==> config.mk <==
export PLATFORM = sky130hd
export DESIGN_NAME = uart_rx
export DESIGN_NICKNAME = d
export VERILOG_FILES = /design/src/rtl/uart_rx.sv
export SDC_FILE = /design/constraint.sdc
export NUM_CORES = 1
export LEC_CHECK = 0
export ABC_AREA = 1
export BUFFER_PORTS_ARGS = -buffer_cell sky130_fd_sc_hd__buf_4
export CAP_MARGIN = 25
export CORE_UTILIZATION = 50
export CTS_BUF_LIST = sky130_fd_sc_hd__clkbuf_16
export CTS_CLUSTER_DIAMETER = 60
export CTS_CLUSTER_SIZE = 28
export DETAILED_ROUTE_END_ITERATION = 10
export PLACE_DENSITY_LB_ADDON = 0.25
export SLEW_MARGIN = 20
export SYNTH_ARGS = -nofsm -noshare
export SYNTH_HDL_FRONTEND = slang
export SYNTH_SLANG_ARGS = --single-unit
==> constraint.sdc <==
create_clock -name clk -period 3.7 [get_ports clk]
set_input_delay 0.185 -clock clk [delete_from_list [all_inputs] [get_ports clk]]
set_output_delay 0.185 -clock clk [all_outputs]
set_load 0.005 [all_outputs]
==> src/rtl/uart_rx.sv <==
// UART receiver (8N1, or 8E1 when UART_RX_PARITY_EN is defined) feeding a show-ahead FIFO.
// Error and overrun conditions are reported as single-cycle pulses.
`timescale 1ns/1ps

module uart_rx #(
    parameter int unsigned CLK_HZ     = 12000000,
    parameter int unsigned BAUD       = 115200,
    parameter int unsigned FIFO_DEPTH = 4
) (
    input  logic       clk,
    input  logic       rst,
    input  logic       serial_in,
    output logic [7:0] rx_data,
    output logic       rx_valid,
    input  logic       rx_ready,
    output logic       rx_frame_err,
    output logic       rx_overrun,
    output logic       rx_parity_err
);

    localparam int unsigned CLKS_PER_BIT = CLK_HZ / BAUD;
    localparam int unsigned CW           = $clog2(CLKS_PER_BIT);
    localparam int unsigned AW           = $clog2(FIFO_DEPTH);

`ifdef UART_RX_PARITY_EN
    typedef enum logic [2:0] {
        S_IDLE, S_START, S_DATA, S_PARITY, S_STOP, S_WAIT_IDLE
    } state_t;
`else
    typedef enum logic [2:0] {
        S_IDLE, S_START, S_DATA, S_STOP, S_WAIT_IDLE
    } state_t;
`endif

    state_t          r_state, w_next;
    logic            r_sync1, r_sync2;
    logic            w_sync;
    logic [CW-1:0]   r_cnt;
    logic [2:0]      r_bit_idx;
    logic [7:0]      r_shreg;
    logic            w_tick_half, w_tick_full;
    logic            w_cnt_clr, w_shift, w_push, w_frame_err, w_parity_err;
    logic            w_err_flag;

    logic [7:0]      r_mem [FIFO_DEPTH];
    logic [AW:0]     r_wr_ptr, r_rd_ptr;
    logic            w_empty, w_full, w_pop, w_wr_en, w_overrun;
    logic            r_frame_err, r_overrun;

    always_ff @(posedge clk) begin
        if (!rst) begin
            r_sync1 <= 1'b1;
            r_sync2 <= 1'b1;
        end else begin
            r_sync1 <= serial_in;
            r_sync2 <= r_sync1;
        end
    end

    assign w_sync      = r_sync2;
    assign w_tick_half = (r_cnt == CW'(CLKS_PER_BIT / 2 - 1));
    assign w_tick_full = (r_cnt == CW'(CLKS_PER_BIT - 1));

    always_ff @(posedge clk) begin
        if (!rst) r_state <= S_IDLE;
        else      r_state <= w_next;
    end

    always_comb begin
        w_next = r_state;
        unique case (r_state)
            S_IDLE:      if (!w_sync) w_next = S_START;
            S_START:     if (w_tick_half) w_next = w_sync ? S_IDLE : S_DATA;
`ifdef UART_RX_PARITY_EN
            S_DATA:      if (w_tick_full && r_bit_idx == 3'd7) w_next = S_PARITY;
            S_PARITY:    if (w_tick_full) w_next = S_STOP;
`else
            S_DATA:      if (w_tick_full && r_bit_idx == 3'd7) w_next = S_STOP;
`endif
            S_STOP:      if (w_tick_full) w_next = w_sync ? S_IDLE : S_WAIT_IDLE;
            S_WAIT_IDLE: if (w_sync) w_next = S_IDLE;
            default:     w_next = S_IDLE;
        endcase
    end

`ifdef UART_RX_PARITY_EN
    logic w_par_sample;
    logic r_err_flag;
`endif

    always_comb begin
        w_cnt_clr    = 1'b0;
        w_shift      = 1'b0;
        w_push       = 1'b0;
        w_frame_err  = 1'b0;
        w_parity_err = 1'b0;
`ifdef UART_RX_PARITY_EN
        w_par_sample = 1'b0;
`endif
        unique case (r_state)
            S_IDLE:      w_cnt_clr = 1'b1;
            S_START:     w_cnt_clr = w_tick_half;
            S_DATA: begin
                w_cnt_clr = w_tick_full;
                w_shift   = w_tick_full;
            end
`ifdef UART_RX_PARITY_EN
            S_PARITY: begin
                w_cnt_clr    = w_tick_full;
                w_par_sample = w_tick_full;
            end
`endif
            S_STOP: begin
                w_cnt_clr = w_tick_full;
                if (w_tick_full) begin
                    if (!w_sync)        w_frame_err  = 1'b1;
                    else if (w_err_flag) w_parity_err = 1'b1;
                    else                w_push       = 1'b1;
                end
            end
            S_WAIT_IDLE: w_cnt_clr = 1'b1;
            default:     w_cnt_clr = 1'b1;
        endcase
    end

    always_ff @(posedge clk) begin
        if (!rst) begin
            r_cnt     <= '0;
            r_bit_idx <= '0;
            r_shreg   <= '0;
        end else begin
            r_cnt <= w_cnt_clr ? '0 : r_cnt + 1'b1;
            if (r_state == S_START) r_bit_idx <= '0;
            else if (w_shift)       r_bit_idx <= r_bit_idx + 1'b1;
            if (w_shift) r_shreg <= {w_sync, r_shreg[7:1]};
        end
    end

`ifdef UART_RX_PARITY_EN
    // Even parity: the received parity bit must equal the XOR of the data bits.
    always_ff @(posedge clk) begin
        if (!rst)                    r_err_flag <= 1'b0;
        else if (r_state == S_IDLE)  r_err_flag <= 1'b0;
        else if (w_par_sample)       r_err_flag <= (w_sync != ^r_shreg);
    end
    assign w_err_flag = r_err_flag;
`else
    assign w_err_flag = 1'b0;
`endif

    assign w_empty   = (r_wr_ptr == r_rd_ptr);
    assign w_full    = (r_wr_ptr[AW] != r_rd_ptr[AW]) &&
                       (r_wr_ptr[AW-1:0] == r_rd_ptr[AW-1:0]);
    assign w_pop     = rx_ready && !w_empty;
    // A simultaneous pop frees the head slot, so a push into a full FIFO is still accepted.
    assign w_wr_en   = w_push && (!w_full || w_pop);
    assign w_overrun = w_push && w_full && !w_pop;

    always_ff @(posedge clk) begin
        if (w_wr_en) r_mem[r_wr_ptr[AW-1:0]] <= r_shreg;
    end

    always_ff @(posedge clk) begin
        if (!rst) begin
            r_wr_ptr <= '0;
            r_rd_ptr <= '0;
        end else begin
            if (w_wr_en) r_wr_ptr <= r_wr_ptr + 1'b1;
            if (w_pop)   r_rd_ptr <= r_rd_ptr + 1'b1;
        end
    end

    always_ff @(posedge clk) begin
        if (!rst) begin
            r_frame_err <= 1'b0;
            r_overrun   <= 1'b0;
        end else begin
            r_frame_err <= w_frame_err;
            r_overrun   <= w_overrun;
        end
    end

`ifdef UART_RX_PARITY_EN
    logic r_parity_err;
    always_ff @(posedge clk) begin
        if (!rst) r_parity_err <= 1'b0;
        else      r_parity_err <= w_parity_err;
    end
    assign rx_parity_err = r_parity_err;
`else
    logic w_unused;
    assign w_unused      = w_parity_err;
    assign rx_parity_err = 1'b0;
`endif

    assign rx_valid     = !w_empty;
    assign rx_data      = w_empty ? '0 : r_mem[r_rd_ptr[AW-1:0]];
    assign rx_frame_err = r_frame_err;
    assign rx_overrun   = r_overrun;

endmodule

==> metrics.md, run 1 <==
| Metric | Value |
|---|---|
| Pre-CTS WS | `1584 ps` |
| PortBufs | `14` |
| Initial antenna violation count | `0` |
| Vias/cell | `5.038` |
| Period utilisation layout | `0.5745` |
| Top post-synthesis cells by area | `edfxtp_1 (34%), dfxtp_1 (24%), nor2_1 (9.4%)` |
| Clock skew | `approximately 5.6 ps` |
| #FFs+latches synth | `65` |
| First-pass GRT wire length | `8362 um` |
| Top cell type's share of synthesized area | `0.3436` |
| Least-Margin Pin Slew | `678.6 ps` |
| Detail Placement HPWL | `approximately 3400 um` |
| Initial core utilization | `0.5339` |
| Die H | `~77 um` |
| # rows | `26` |
| N_diodes | `0` |
| Total grt overflow | `0` |
| CP endpoint kind | `flip-flop` |
| Yosys cell types | `28` |
| CP Launch Type | `flip-flop` |
| Setup violators final | `0` |
| Fmax | `approximately 470 MHz` |
| CP required | `3650 ps` |
| Yosys top cell by area | `edfxtp_1` |
| Resized cells post-CTS | `0` |
| Min Tclk post-route | `2126 ps` |
| Setup TNS | `0 ps` |
| Gr busiest metal | `met2` |
| CTS Buf Count | `9` |
| # DRC | `0` |
| Final setup margin | `1574 ps` |
| Crit path kind | `flip-flop to flip-flop` |
| RSZ-0062 raised after global routing | `no` |
| Wire per inst | `12.24 um` |
| Post-CTS setup buffers | `0` |
| Async set-reset flop share out of synthesis | `0` |
| CTS sink cnt | `65` |
| Final WL | `4896 um` |
| Longest Clk Path Bufs | `2` |
| Met1 global-route usage | `0.2359` |
| Ys Warns | `0` |
| Fill count | `440` |
| Area Growth Syn to Fin | `17.23%` |
| Syn_nets | `320` |
| Gr usage total | `0.1870` |
| Routability cong. | `0.8952` |
| Count leader, synth | `nor2_1` |
| CTS tree | `done` |
| Pwr per Cell Area | `582.1 nW/um2` |
| Max H-tree Level | `3` |
| Final Total Pwr | `around 1.9 mW` |
| Hold_buf cts | `0` |
| Crit path DAT | `2080 ps` |
| Iter 0 DRT Violations | `between 90 and 100` |
| Synth Flop Type | `dfxtp_1` |
| Number of flops mapped to enable cells by yosys | `32` |
| Largest net degree at the start of global routing | `18` |
| Worst min path class | `primary input to flip-flop` |
| Avg Inst Size Synth | `9.079 um2` |
| Vias in the first global route | `1892` |
| # IOs | `16` |
| Max Slew Vio Count | `0` |
| Net count, final | `337` |
| Cell area after synthesis | `roughly 2800 um2` |
| Clock-pin slew on the worst setup and hold paths | `approximately 50 ps` |
| Vias | `between 2k and 2.5k` |
| Static Leak | `around 1.5 nW` |
| Slew headroom | `0.5459` |
| Sequential-to-total area share from yosys stat | `0.5799` |
| Met2 usage | `0.2955` |
| Die Wd | `76.79 um` |
| DR pass1 iterations | `4` |
| Most instantiated cells after synthesis | `nor2_1 (70), nand2_1 (53), dfxtp_1 (33), inv_1 (33), edfxtp_1 (32)` |
| Die area | `roughly 5900 um2` |
| Run status | `completed` |
| Core ar. | `5238 um2` |
| Post-Synthesis Cells | `roughly 310` |
| Max-capacitance violation count | `0` |
| Worst-path fanout max | `8` |
| Met3 GRT Util | `0.05357` |
| Worst-Skew Late Latency | `approximately 320 ps` |
| Layout cells sized above 1 | `0.1182` |
| Peak VDD IR | `348.7 uV` |
| Routed Antenna Nets | `0` |
| Root buf cell | `clkbuf_16` |
| Final hold violation count | `0` |
[critical path, cell delays in order (launching register included)]
cell and delay (ps):
dfxtp_1 350, ha_1 220, nand2_1 80, nor2_2 160, nand2_2 110, inv_1 90, nand4_1 170, nor2_1 570
[kinds of logic after synthesis]
logic type / share of synthesized area
other: 0.001341
buffers and inverters: 0.06398
adders and majority gates: 0.03580
DFF: 0.5799
and+or+nand+nor: 0.2233
AOI/OAI and AO/OA: 0.07696
xor gates and xnor gates: 0.01879
[area by class of cell]
type                    count  area (um2)  share of cell area
clock buffers               9       225.2             0.06870
clock inverters             7       111.4             0.03397
inverters                  35       131.4             0.04008
multi-input cells         200       996.0              0.3038
flip-flops and latches     65        1622              0.4947
well taps                  70       87.58             0.02672
repair buffers             14       105.1             0.03206
[final timing paths]
path,start,to,slack (ps),cells after the start
worst min register to register,r_sync1$_SDFF_PN1_,r_sync2$_SDFF_PN1_,420,1
worst max-delay path,r_cnt[0]$_SDFF_PP0_,r_mem[0][4]$_DFFE_PP_,1570,7
worst max register to register,r_cnt[0]$_SDFF_PP0_,r_mem[0][4]$_DFFE_PP_,1570,7
worst min-delay path,serial_in,r_sync1$_SDFF_PN1_,50,2
[registers in the layout (all words and copies together) (netlist names), named ones only]
signal	cells
r_sync1	1
r_rd_ptr	3
r_cnt	7
r_bit_idx	3
rx_frame_err	1
r_shreg	8
r_mem	32
r_wr_ptr	3
r_state	3
rx_overrun	1
r_sync2	1
[metal layers]
metal  up-vias  wire length [um]
met1       938              2391
met5         -                 0
li1       1038                 -
met3         7               192
met2        32              2238
met4         0                73
[placed cells by master (no fill, tap or decap), drive strengths merged]
master and n:
nor2 73, nand2 54, inv 37, dfxtp 33, edfxtp 32, o21ai 19, buf 14, a21oi 10
nand3 10, clkbuf 9, o32ai 8, ha 8, xor2 5, or2 3, bufinv 3, nor3 3
nand4 2, nand3b 2, clkinv 2, xnor2 1, nor4 1, conb 1
[per-stage QoR]
stage                     cell area [um2]  instances    util  hold WS, ps
after floorplan                      2796        308       -        291.6
after global placement               2942        384  0.5616        372.2
after detailed placement             2942        384  0.5616        375.2
after CTS                            3278        400  0.6259        40.84
after global routing                 3278        400  0.6259        37.53
final                                3278        400  0.6259        46.98
[power by group]
| group | internal [mW] | leakage, nW | total, mW | switching [mW] |
|---|---|---|---|---|
| registers | 0.769 | 0.639 | 0.789 | 0.0198 |
| clock network | 0.652 | 0.172 | 0.937 | 0.285 |
| logic | 0.0605 | 0.667 | 0.182 | 0.121 |
(Power assumes the default switching activity.)
==> inputs of run 2 (changes only) <==
==> constraint.sdc (replaced) <==
create_clock -name clk -period 2.07 [get_ports clk]
set_input_delay 0.1035 -clock clk [delete_from_list [all_inputs] [get_ports clk]]
set_output_delay 0.1035 -clock clk [all_outputs]
set_load 0.005 [all_outputs]
==> metrics.md, run 2 (synthesis results as in run 1) <==
| Metric | Value |
|---|---|
| Clock-pin slew on the worst setup and hold paths | `50 ps` |
| Max reg flops | `32` |
| # rows | `26` |
| Gr usage total | `0.1940` |
| R2r endpoint | `r_mem[3][6]$_DFFE_PP_` |
| CTS tree | `done` |
| Crit path DAT | `1890 ps` |
| Most common cell after layout, fill and taps aside | `nor2_1` |
| Reg area | `approximately 1600 um2` |
| Worst-Skew Late Latency | `~330 ps` |
| Longest Clk Path Bufs | `2` |
| Vias/cell | `between 5 and 6` |
| Total grt overflow | `0` |
| Clock skew | `~8.5 ps` |
| Final WL | `5104 um` |
| Fill count | `431` |
| Crit path kind | `flip-flop to flip-flop` |
| Setup TNS | `0 ps` |
| Setup violators final | `0` |
| CTS sink cnt | `65` |
| CP Launch Type | `flip-flop` |
| Run status | `completed` |
| Vias | `slightly above 2k` |
| Slowest cell delay on critical path | `350 ps` |
| Worst min path class | `primary input to flip-flop` |
| Detail Placement HPWL | `3485 um` |
| DR pass1 iterations | `6` |
| Layout cells sized above 1 | `0.1373` |
| Fmax | `539.3 MHz` |
| Hold worst-path end | `r_rd_ptr[2]$_SDFFE_PN0N_` |
| Root buf cell | `clkbuf_16` |
| Finished Cell Area | `3278 um2` |
| First-pass GRT wire length | `8728 um` |
| # DRC | `0` |
| Pwr per Cell Area | `roughly 980 nW/um2` |
| Final core utilization | `0.6259` |
| Initial core utilization | `0.5339` |
| Final setup margin | `roughly 220 ps` |
| Core ar. | `5238 um2` |
| Pre-CTS WS | `~260 ps` |
| Hold path startpoint | `rx_ready` |
| Peak VDD IR | `716.2 uV` |
| Static Leak | `1.483 nW` |
| Wire per inst | `12.60 um` |
| Initial antenna violation count | `0` |
| Max-capacitance violation count | `0` |
| R2R Setup Slk | `220 ps` |
| Final hold violation count | `0` |
| Worst Hold Depth | `3` |
| CTS Buf Count | `9` |
| Reg-to-Reg Start | `r_cnt[0]$_SDFF_PP0_` |
| Die area | `5896 um2` |
| Most frequent cells in the layout | `nor2_1 (70), nand2_1 (53), inv_1 (33), dfxtp_1 (32), edfxtp_1 (32)` |
| RSZ-0062 raised after global routing | `no` |
| Reg2Reg Depth | `8` |
| Largest net degree at the start of global routing | `18` |
| # IOs | `16` |
| Max H-tree Level | `3` |
| Period utilisation layout | `0.8957` |
| Die Wd | `76.79 um` |
| Routability cong. | `0.8659` |
| Max Slew Vio Count | `0` |
| Area of the multi-input gates | `996.0 um2` |
| Net count, final | `342` |
| Routed Antenna Nets | `0` |
| Iter 0 DRT Violations | `114` |
| Min Tclk post-route | `1854 ps` |
| Placed cell area | `about 3000 um2` |
| Die H | `around 77 um` |
| Vias in the first global route | `1952` |
| Final Total Pwr | `3.209 mW` |
| N_diodes | `0` |
| Worst-path fanout max | `8` |
| Crit-path cells | `ha_1 > nand2_1 > nor2_2 > nand2_2 > inv_1 > nand4_1 > nor2_1 > buf_4` |
| CP required | `2100 ps` |
| CP endpoint kind | `flip-flop` |
| Area Growth Syn to Fin | `17.23%` |
| Critical-path top delay cell | `dfxtp_1` |
| PortBufs | `14` |
-- run 2: stage by stage --
| step | cells | hold slack [ps] |
|---|---|---|
| after CTS | 405 | 68.62 |
| after detailed placement | 388 | 295.9 |
| after floorplan | 308 | 210.1 |
| final | 405 | 83.27 |
| after global routing | 405 | 126.8 |
| after global placement | 388 | 291.5 |
-- run 2: what timing repair did --
item                                    in CTS  in global routing
endpoints found under the setup margin       0                  8
setup buffers                                0                  0
hold endpoints to repair                     1                  0
gates resized for setup                      0                  1
hold buffers                                 1                  0
-- run 2: critical path, delay by kind of cell (launching register included) --
family	cells	cell delay [ps]
AND/OR/NAND/NOR	5	720
flip-flops	1	350
buffers and inverters	2	280
adder cells (fa/ha/maj)	1	220
-- run 2: cell type report --
class / count / share of cell area
Inverter: 35 / 0.04008
Multi-Input combinational cell: 200 / 0.3038
Clock inverter: 7 / 0.02137
Clock buffer: 9 / 0.06870
Timing Repair Buffer: 19 / 0.04427
Sequential cell: 65 / 0.4950
Tap cell: 70 / 0.02672
-- run 2: worst max-delay path by stage --
stage | startpoint | end | slack, ps | depth (start not counted)
detailed placement | r_cnt[0]$_SDFF_PP0_ | r_mem[3][1]$_DFFE_PP_ | 260 | 8
global route | r_wr_ptr[0]$_SDFFE_PN0N_ | rx_data[5] | 40 | 8
floorplan | r_cnt[0]$_SDFF_PP0_ | r_mem[0][0]$_DFFE_PP_ | 250 | 7
global placement | r_cnt[0]$_SDFF_PP0_ | r_mem[0][0]$_DFFE_PP_ | 330 | 8
CTS | flip-flop | rx_data[4] | 30 | 6
finish | r_cnt[0]$_SDFF_PP0_ | r_mem[3][6]$_DFFE_PP_ | 220 | 8
-- run 2: layer usage --
metal	global-route usage	wire (um)
met1	0.2490	2408
met4	0.1212	75
met5	0	0
met2	0.2991	2401
met3	0.03929	219
-- run 2: report_power, final --
group          leakage (nW)  total, mW  internal, mW  switching (mW)
Sequential            0.640       1.41          1.37          0.0356
Clock                 0.150       1.47         0.931           0.540
Combinational         0.693      0.328         0.109           0.219
Total                  1.48       3.21          2.41           0.794
==> inputs of run 3 (changes only) <==
--- a/config.mk
+++ b/config.mk
@@ -8,11 +8,13 @@
 export ABC_AREA = 1
 export BUFFER_PORTS_ARGS = -buffer_cell sky130_fd_sc_hd__buf_4
 export CAP_MARGIN = 25
+export CORE_MARGIN = 3
 export CORE_UTILIZATION = 50
 export CTS_BUF_LIST = sky130_fd_sc_hd__clkbuf_16
 export CTS_CLUSTER_DIAMETER = 60
 export CTS_CLUSTER_SIZE = 28
 export DETAILED_ROUTE_END_ITERATION = 10
+export GPL_ROUTABILITY_DRIVEN = 0
 export PLACE_DENSITY_LB_ADDON = 0.25
 export SLEW_MARGIN = 20
 export SYNTH_ARGS = -nofsm -noshare
==> metrics.md, run 3 (synthesis results as in run 1) <==
| Metric | Value |
|---|---|
| Worst Setup SP | `r_cnt[0]$_SDFF_PP0_` |
| Setup violators final | `0` |
| Critical-path top delay cell | `dfxtp_1` |
| Max-capacitance violation count | `0` |
| Worst Hold Depth | `3` |
| Vias | `about 2.0k` |
| R2R Setup Slk | `280 ps` |
| Root buf cell | `clkbuf_16` |
| # DRC | `0` |
| Most common cell after layout, fill and taps aside | `nor2_1` |
| Largest net degree at the start of global routing | `18` |
| Routed Antenna Nets | `0` |
| Dpl cells | `389` |
| Clock-pin slew on the worst setup and hold paths | `50 ps` |
| CP endpoint kind | `flip-flop` |
| Hold worst-path end | `r_rd_ptr[2]$_SDFFE_PN0N_` |
| Static Leak | `1.499 nW` |
| Final hold violation count | `0` |
| Initial core utilization | `0.5306` |
| # rows | `26` |
| Final Total Pwr | `approximately 3.3 mW` |
| N_diodes | `0` |
| Max reg flops | `32` |
| Peak VDD IR | `670.7 uV` |
| DR pass1 iterations | `4` |
| Run status | `completed` |
| Net count, final | `343` |
| Vias/cell | `4.847` |
| RSZ-0062 raised after global routing | `no` |
| Worst min path class | `primary input to flip-flop` |
| CP top delay family | `simple AND/OR/NAND/NOR gates` |
| Most frequent cells in the layout | `nor2_1 (70), nand2_1 (53), inv_1 (36), dfxtp_1 (33), edfxtp_1 (32)` |
| Die Wd | `80.79 um` |
| Max H-tree Level | `3` |
| Area Growth Syn to Fin | `17.81%` |
| Reg-to-Reg Start | `r_cnt[0]$_SDFF_PP0_` |
| Wire per inst | `12.03 um` |
| Fmax | `between 500 and 600 MHz` |
| Max Slew Vio Count | `0` |
| Final setup margin | `between 200 and 300 ps` |
| Setup TNS | `0 ps` |
| Pwr per Cell Area | `between 900 and 1000 nW/um2` |
| Core ar. | `5270 um2` |
| Crit path DAT | `1820 ps` |
| Bufs and invs on worst path | `2` |
| Placed cell area | `2979 um2` |
| Longest Clk Path Bufs | `2` |
| Reg2Reg Depth | `8` |
| Pre-CTS WS | `301.9 ps` |
| Layout cells sized above 1 | `0.1250` |
| Crit-path cells | `ha_1 > nand2_1 > nor2_2 > nand2_2 > inv_1 > nand4_1 > nor2_1 > buf_4` |
| Initial antenna violation count | `0` |
| Die H | `80.79 um` |
| Finished Cell Area | `between 3000 and 4000 um2` |
| Total grt overflow | `0` |
| Fill count | `about 430` |
| Period utilisation layout | `0.8671` |
| PortBufs | `14` |
| CTS sink cnt | `65` |
| CP Launch Type | `flip-flop` |
| Detail Placement HPWL | `3349 um` |
| Final WL | `between 4000 and 5000 um` |
| CP required | `2090 ps` |
| # IOs | `16` |
| Slowest cell delay on critical path | `350 ps` |
| Gr usage total | `0.1727` |
| Final hold slack | `79.35 ps` |
| Final core utilization | `0.6251` |
| Hold path startpoint | `rx_ready` |
| Min Tclk post-route | `about 1800 ps` |
| Vias in the first global route | `1891` |
| Crit path kind | `flip-flop to flip-flop` |
| Final Non-Filler Cells | `approximately 410` |
| Die area | `6526 um2` |
| R2r endpoint | `r_mem[0][5]$_DFFE_PP_` |
| CTS Buf Count | `9` |
| Worst-Skew Late Latency | `320 ps` |
| First-pass GRT wire length | `8424 um` |
| Clock skew | `9.930 ps` |
| Iter 0 DRT Violations | `170` |
| CTS tree | `done` |
| Worst-path fanout max | `8` |
[run 3: report_power, final]
part | internal [mW] | total (mW) | switching, mW
logic | 0.109 | 0.340 | 0.231
clock network | 1.03 | 1.52 | 0.492
registers | 1.38 | 1.41 | 0.0349
total | 2.52 | 3.27 | 0.757
[run 3: area by class of cell]
cell class,count,area (um2),share of cell area
Clock buffer,9,225.2,0.06836
Clock inverter,7,80.08,0.02431
Timing Repair Buffer,20,152.6,0.04633
Inverter,35,131.4,0.03988
Tap cell,70,87.58,0.02659
Sequential cell,65,1622,0.4922
Multi-Input combinational cell,200,996.0,0.3023
[run 3: tightest hold or removal path: stages]
cell,delay (ps)
buf_4,120
nand3_1,70
a21oi_1,60
[run 3: worst max-delay path by stage]
stage,end,slack (ps),cells after the start
after floorplan,r_mem[0][0]$_DFFE_PP_,250,7
final,r_mem[0][5]$_DFFE_PP_,280,8
after CTS,rx_data[0],270,8
after detailed placement,r_mem[0][0]$_DFFE_PP_,300,8
after global placement,r_mem[0][0]$_DFFE_PP_,350,8
after global routing,rx_data[5],40,8
[run 3: routing by layer]
metal | track usage | wire length [um] | up-vias
met5 | 0 | 0 | -
met4 | 0.07264 | 57 | 0
met3 | 0.05987 | 236 | 8
met2 | 0.2641 | 2185 | 47
met1 | 0.2242 | 2403 | 864
li1 | - | - | 1049
[run 3: what timing repair did]
item                                   4_1_cts  5_1_grt
setup buffers                                0        0
resized for setup                            0        0
hold buffers                                 1        0
endpoints found under the hold margin        1        0
